===== src/rtl/regfile_decoded.sv =====
// Register file with one write port and two read ports, writes steered by an
// internal one-hot decoder; optional zero register, write bypass and registered reads.
module regfile_decoded #(
  parameter int WIDTH        = 32,
  parameter int ADDR_BITS    = 5,
  parameter int ZERO_REG     = 1,
  parameter int BYPASS       = 1,
  parameter int READ_LATENCY = 0
) (
  input  logic                     Clk,
  input  logic                     Reset_n,
  input  logic                     RegWrite,
  input  logic [ADDR_BITS-1:0]     WriteRegister,
  input  logic [WIDTH-1:0]         WriteData,
  input  logic [ADDR_BITS-1:0]     ReadRegister1,
  input  logic [ADDR_BITS-1:0]     ReadRegister2,
  output logic [WIDTH-1:0]         ReadData1,
  output logic [WIDTH-1:0]         ReadData2,
  output logic [(1<<ADDR_BITS)-1:0] WriteEnable
);

  localparam int DEPTH = 1 << ADDR_BITS;
  localparam logic [DEPTH-1:0] ONE_HOT_0 = {{(DEPTH-1){1'b0}}, 1'b1};
  localparam logic [DEPTH-1:0] STORE_MASK = (ZERO_REG != 0) ? ~ONE_HOT_0 : '1;

  logic [WIDTH-1:0] mem_q [DEPTH];
  logic [DEPTH-1:0] store_en;
  logic [WIDTH-1:0] rd1_d;
  logic [WIDTH-1:0] rd2_d;

  assign WriteEnable = RegWrite ? (ONE_HOT_0 << WriteRegister) : '0;
  // Bit 0 may show on the debug vector, but word 0 never stores when hardwired.
  assign store_en    = WriteEnable & STORE_MASK;

  // NOTE: the array sits behind the async reset so every word reads 0 the
  // moment Reset_n drops; that rules out a RAM macro, which is intended here.
  always_ff @(posedge Clk or negedge Reset_n) begin
    if (!Reset_n) begin
      for (int k = 0; k < DEPTH; k++) mem_q[k] <= '0;
    end else begin
      for (int k = 0; k < DEPTH; k++) begin
        if (store_en[k]) mem_q[k] <= WriteData;
      end
    end
  end

  function automatic logic [WIDTH-1:0] read_path(input logic [ADDR_BITS-1:0] addr);
    logic is_zero;
    logic is_byp;
    is_zero = (ZERO_REG != 0) && (addr == '0);
    is_byp  = (BYPASS != 0) && RegWrite && (addr == WriteRegister);
    if (is_zero)     return '0;
    else if (is_byp) return WriteData;
    else             return mem_q[addr];
  endfunction

  // NOTE: every signal written in always_comb gets a value on every path,
  // otherwise synthesis infers a latch.
  always_comb begin
    rd1_d = read_path(ReadRegister1);
    rd2_d = read_path(ReadRegister2);
  end

  if (READ_LATENCY == 0) begin : g_comb_read
    assign ReadData1 = rd1_d;
    assign ReadData2 = rd2_d;
  end else if (READ_LATENCY == 1) begin : g_reg_read
    logic [WIDTH-1:0] rd1_q;
    logic [WIDTH-1:0] rd2_q;

    // NOTE: state updates use <= so all flops sample the same pre-edge values.
    always_ff @(posedge Clk or negedge Reset_n) begin
      if (!Reset_n) begin
        rd1_q <= '0;
        rd2_q <= '0;
      end else begin
        rd1_q <= rd1_d;
        rd2_q <= rd2_d;
      end
    end

    assign ReadData1 = rd1_q;
    assign ReadData2 = rd2_q;
  end else begin : g_bad_latency
    $error("regfile_decoded: READ_LATENCY must be 0 or 1");
  end

endmodule


===== config.mk =====
export PLATFORM = sky130hd
export DESIGN_NAME = regfile_decoded
export DESIGN_NICKNAME = d
export VERILOG_FILES = /design/src/rtl/regfile_decoded.sv
export SDC_FILE = /design/constraint.sdc
export NUM_CORES = 2
export LEC_CHECK = 0
export ABC_CLOCK_PERIOD_IN_PS = 2400
export CORE_ASPECT_RATIO = 1.25
export CORE_MARGIN = 2
export CORE_UTILIZATION = 55
export DETAILED_ROUTE_END_ITERATION = 8
export PLACE_DENSITY = 0.75
export SLEW_MARGIN = 5
export SYNTH_ARGS = -nofsm -noshare
export SYNTH_HDL_FRONTEND = slang
export SYNTH_SLANG_ARGS = --single-unit

===== constraint.sdc =====
create_clock -name Clk -period 2.4 [get_ports Clk]
set_input_delay 0.24 -clock Clk [delete_from_list [all_inputs] [get_ports Clk]]
set_output_delay 0.24 -clock Clk [all_outputs]
set_load 0.005 [all_outputs]

* Word-level counts from Yosys, hierarchy flattened
Cells that the tools add are included.
Cells by class: $lt $le $gt $ge 2, add/subtract/negate cells 0, reductions and logical operators 4, bitwise operators 2, equal/unequal tests 2, muxes and demuxes 11, shift operators 1, div/mod/pow operators 0, $mul 0
Operator list (count):
- $bmux W32 S5 | 2
- $mux W32 | 9
- $shl A1 B5 Y32 const A | 1
- $ge A6 B6 Y1 const B | 2
- $not A5 Y6 | 2
- $eq A5 B5 Y1 | 2
- $logic_not A5 Y1 | 2
- $logic_and A1 B1 Y1 | 2
Storage, ports and cells: memories kept 0, bits of input ports 50, register bits 992, latch bits 0, output and inout bits 96, logic and storage cells 53, RAM bits 0, ROM bits 0

* Depth between registers and ports, before layout
word-level depth 6, gate-level depth with buffers 10, mapped depth without buffers 5

* Worst setup path before layout
Ideal clock, no wire load.
path type input to output, start point input ReadRegister1[0], end point output ReadData1[16], data arrival time 1.969 ns, path buffers 3, required time 2.160 ns, stages 7, slack 0.191 ns, cell sequence buf_2 buf_4 buf_2 mux4_2 a22oi_1 nand4_1 a32o_1
Between the ends: longest elaborated chain between the ends 6, elaborated cells on any way between the ends 9, classes of those cells 1 x eq/ne; 5 x mux; 1 x bitwise; 2 x reduce/logical
Ends and longest elaborated chain:
- start, declared | RTL line 15 | input logic [ADDR_BITS-1:0] ReadRegister1,
- $not A5 Y6 (implied by the code) | RTL line 54 | else return mem_q[addr];
- $bmux W32 S5 | RTL line 54
- $mux W32 (implied by the code) (2 in a row) | RTL line 54
- $mux W32 | RTL line 53 | else if (is_byp) return WriteData;
- $mux W32 * | RTL line 52 | if (is_zero) return '0;
- end, declared | RTL line 17 | output logic [WIDTH-1:0] ReadData1,
Every way passes the cells marked *; elsewhere a longest branch is shown, timed or not. The select of a mux whose other input is x is not followed.

* Worst setup path after layout
start point register mem_q[690] in the netlist's numbering, end point output ReadData1[18]
Between the ends: longest elaborated chain between the ends 5
Ends and longest elaborated chain:
- start, declared | RTL line 26 | logic [WIDTH-1:0] mem_q [DEPTH];
- start signal, assigned by index | RTL line 42 | if (store_en[k]) mem_q[k] <= WriteData;
- $bmux W32 S5 | RTL line 54
- $mux W32 (implied by the code) (2 in a row) | RTL line 54
- $mux W32 | RTL line 53
- $mux W32 | RTL line 52
No other way between the ends. The select of a mux whose other input is x is not followed.

==> metrics.txt <==
initial core utilization=55.4%; Max-Cap Viols=0; area of the core=0.0974 mm^2; vias per cell=6.87; wire length of the first global-routing pass=292,000 um; H-tree lvl count=3; flip-flop and latch area=0.0248 mm^2; clock buffer count from CTS=101; DRC=0; horizontal extent of the die=284 um; CTS tree=built; Worst setup EP type=output port; delay of the slowest cell on the worst path=0.47 ns; number of flops mapped to enable cells by yosys=0; final setup slack of the worst path=-0.529 ns; Hold/Removal Path Class=primary input to async pin; total leakage power=0.0316 uW; chain of cells forming the critical path=mux4_2 > mux2_4 > a221o_1 > a32o_2 > buf_2; Cell Pwr Density=776 mW/mm^2; register bit total from synthesis=992; worst-path maximum fanout=3; Top Family by Delay on Critical Path=multiplexers; multi-input combinational cell area=just under 0.03 mm^2; maximum vdd ir drop=611 uV; CP Launch Type=flop; Final Cycle Share=122%; number of sinks on the clock net=992; start-to-end type of the worst setup path=flop to output port; largest net degree at the start of global routing=88; I/O pin count=146; Setup violations, final=64; final setup TNS=-18.57 ns; height of the die=354 um; initial detailed-routing violation count=4,724; outcome=complete, but fails checks; violations in the final reports=setup timing; count of cell types in the netlist=46; setup repair after global routing missed its margin=yes; master of the slowest instance on the critical path=mux4_2; clock transition time at the flip-flop clock pins of the worst setup and hold paths=roughly 0.070 ns; drt wl/cell=32.7 um; root buffer cell=clkbuf_16; remaining antenna violation count=0; number of max-slew violations in the final report=0; Largest Register=mem_q; primary flip-flop cell chosen by synthesis mapping=dfrtp_1; overall power=54,700 uW; all-layer global routing usage=39.4%; Largest register FFs=992; total buffers and inverters traversed by the critical path=1; Clock Tree Buf Depth=3; Yosys warning count=0; share of final-layout standard cells stronger than drive strength 1=between 60% and 70%; largest clock skew in the final design=0 ns; Post-Syn Instances=3,759; detailed-placement wirelength estimate=135,000 um; Overflow after GRT=0; sequential cell area fraction in the yosys report=a little under half; fin crit period=2.93 ns; via count of the first global-routing pass=43,828; crit path DAT=2.69 ns; Synth-to-Final Area Change=30.6%; Post-Syn Nets=3,809; Mean Syn Cell Area=about 14 um^2; Max Freq=341 MHz; proportion of synthesized flip-flops having asynchronous set or reset=100%; count of input and output buffers=roughly 150; antenna violations before repair=11; largest registers ranked by flip-flop count=mem_q: 992 flops; final hold violation count=0; number of search-and-repair iterations in the first detailed-routing pass=5; via count of the routed design=approximately 42,000; full die area=0.101 mm^2; worst max-slew margin expressed relative to the limit=43.4%; fill cell count=6,022; cell area after synthesis=0.0540 mm^2; Std-Cell Rows=128; routed wire length=199,000 um; Final GP Congestion=around 0.96; critical path data required time=between 2 and 2.5 ns; clock latency at the later pin of the worst-skew pair=0.69 ns; Worst-Margin Slew=0.846 ns; number of nets in the layout=4,745; final design utilization=72.4%
## placed cells by master, fill, tap and decap left out, types with 9 or more instances in the layout
| cell type | instances |
|---|---|
| a221oi_2 | 15 |
| inv_1 | 24 |
| o22ai_2 | 9 |
| buf_12 | 140 |
| nand2_1 | 76 |
| nor3_2 | 10 |
| nor2b_4 | 14 |
| a21oi_1 | 32 |
| nand3_1 | 12 |
| mux2_4 | 15 |
| bufinv_16 | 17 |
| mux4_2 | 408 |
| nor2_2 | 14 |
| buf_2 | 60 |
| a21oi_2 | 12 |
| clkbuf_1 | 23 |
| a2111oi_4 | 14 |
| a221oi_1 | 22 |
| o22ai_1 | 22 |
| nor2b_1 | 14 |
| mux2i_1 | 107 |
| nand2_2 | 24 |
| o21ai_0 | 39 |
| a22oi_2 | 36 |
| a211oi_2 | 25 |
| mux2_2 | 1094 |
| a32o_2 | 11 |
| dfrtp_1 | 992 |
| a22oi_1 | 52 |
| clkbuf_16 | 103 |
| nor2_1 | 37 |
| o21ai_1 | 26 |
| buf_6 | 74 |
| clkinv_2 | 23 |
| o21ai_2 | 19 |
| nor2_4 | 24 |
| clkdlybuf4s50_1 | 65 |
| a221o_1 | 31 |
| clkbuf_8 | 19 |
| buf_4 | 883 |
## final timing paths
kind / startpoint / endpoint / slack (ns) / depth (start not counted)
setup / recovery: mem_q[690]$_DFFE_PN0P_ / ReadData1[18] / -0.53 / 5
hold / removal: Reset_n / mem_q[880]$_DFFE_PN0P_ / 0.08 / 2
max in group asynchronous: Reset_n / mem_q[617]$_DFFE_PN0P_ / 1.27 / 3
min in group Clk: WriteData[2] / mem_q[578]$_DFFE_PN0P_ / 0.32 / 2
setup reg to reg: mem_q[535]$_DFFE_PN0P_ / mem_q[535]$_DFFE_PN0P_ / 1.26 / 4
hold reg to reg: mem_q[19]$_DFFE_PN0P_ / mem_q[19]$_DFFE_PN0P_ / 0.52 / 1
## cells in the mapped netlist, types with 3 or more instances
library cell / count / area share [%]
mux2_2: 1109 / 23
dfrtp_1: 992 / 46
mux4_2: 408 / 17
clkbuf_1: 194 / 1.3
buf_2: 163 / 1.5
mux2i_1: 120 / 2.2
nand2_1: 101 / 0.70
a22oi_1: 88 / 1.2
o21ai_0: 83 / 0.77
nor2_1: 75 / 0.52
a21oi_1: 44 / 0.41
a221oi_1: 44 / 0.71
o22ai_1: 32 / 0.37
a221o_1: 31 / 0.57
nor2b_1: 30 / 0.35
a211oi_1: 28 / 0.39
inv_1: 24 / 0.17
buf_4: 22 / 0.31
nor3_1: 17 / 0.16
buf_1: 16 / 0.11
a2111oi_0: 15 / 0.24
a32o_1: 13 / 0.24
buf_6: 13 / 0.27
nand3_1: 13 / 0.12
and3_1: 12 / 0.14
nand2b_1: 10 / 0.12
and2_1: 8 / 0.093
o221ai_1: 7 / 0.11
nand4_1: 6 / 0.070
xnor2_1: 6 / 0.097
a22o_1: 5 / 0.081
a31oi_1: 5 / 0.058
o21ai_1: 4 / 0.037
or2_2: 4 / 0.046
xor2_1: 3 / 0.049
## routing by layer
metal	share of wire, %	up-vias	track usage [%]
met5	0.046	-	0
met4	8.3	14	27.5
met3	11	883	10.0
met2	45	2808	59.6
met1	35	21688	50.1
li1	-	16361	-
## layout make-up
class | instances | area share, %
inverters | 24 | 0.128
clock inverters | 44 | 0.976
diodes | 2 | 0.00710
flip-flops and latches | 992 | 35.2
clock buffers | 143 | 4.11
repair buffers | 1241 | 16.3
well taps | 1300 | 2.31
multi-input cells | 2335 | 40.9
## stage by stage
stage	cells	instance area, um^2	setup slack [ns]	hold slack (ns)
5_1_grt	6079	70500	-0.562	0.114
4_1_cts	6052	69800	-0.545	0.0583
3_5_place_dp	5804	64700	-1.05	0.219
6_report	6081	70500	-0.529	0.0829
2_1_floorplan	3759	54000	0.191	-0.0556
3_3_place_gp	5804	64700	-1.05	0.218
## what timing repair did
| item | CTS | global route |
|---|---|---|
| endpoints found under the hold margin | 569 | 0 |
| pin swaps | 194 | 80 |
| setup buffers | 79 | 31 |
| hold buffers | 1 | 0 |
| setup endpoints to repair | 96 | 71 |
| resized for setup | 580 | 115 |
| cloned | 1 | 0 |
## logic make-up (layout without fill, tap and decap cells)
group / Yosys count / in the layout / synth area share [%]
flops: 992 / 992 / 46.0
simple gates: 285 / 285 / 2.47
mux: 1637 / 1637 / 42.4
other cells: 0 / 2 / 0
xor+xnor: 9 / 9 / 0.146
compound gates: 404 / 404 / 5.30
buf+inv: 432 / 1452 / 3.72
## where the power goes
part	leakage (uW)	switching (uW)	internal, uW	total, uW
sequential	0.0127	2320	20000	22300
clock	0.00177	7020	10200	17300
combinational	0.0171	6040	9060	15100
total	0.0316	15400	39300	54700
No activity file was read; power rests on OpenSTA's default activity.
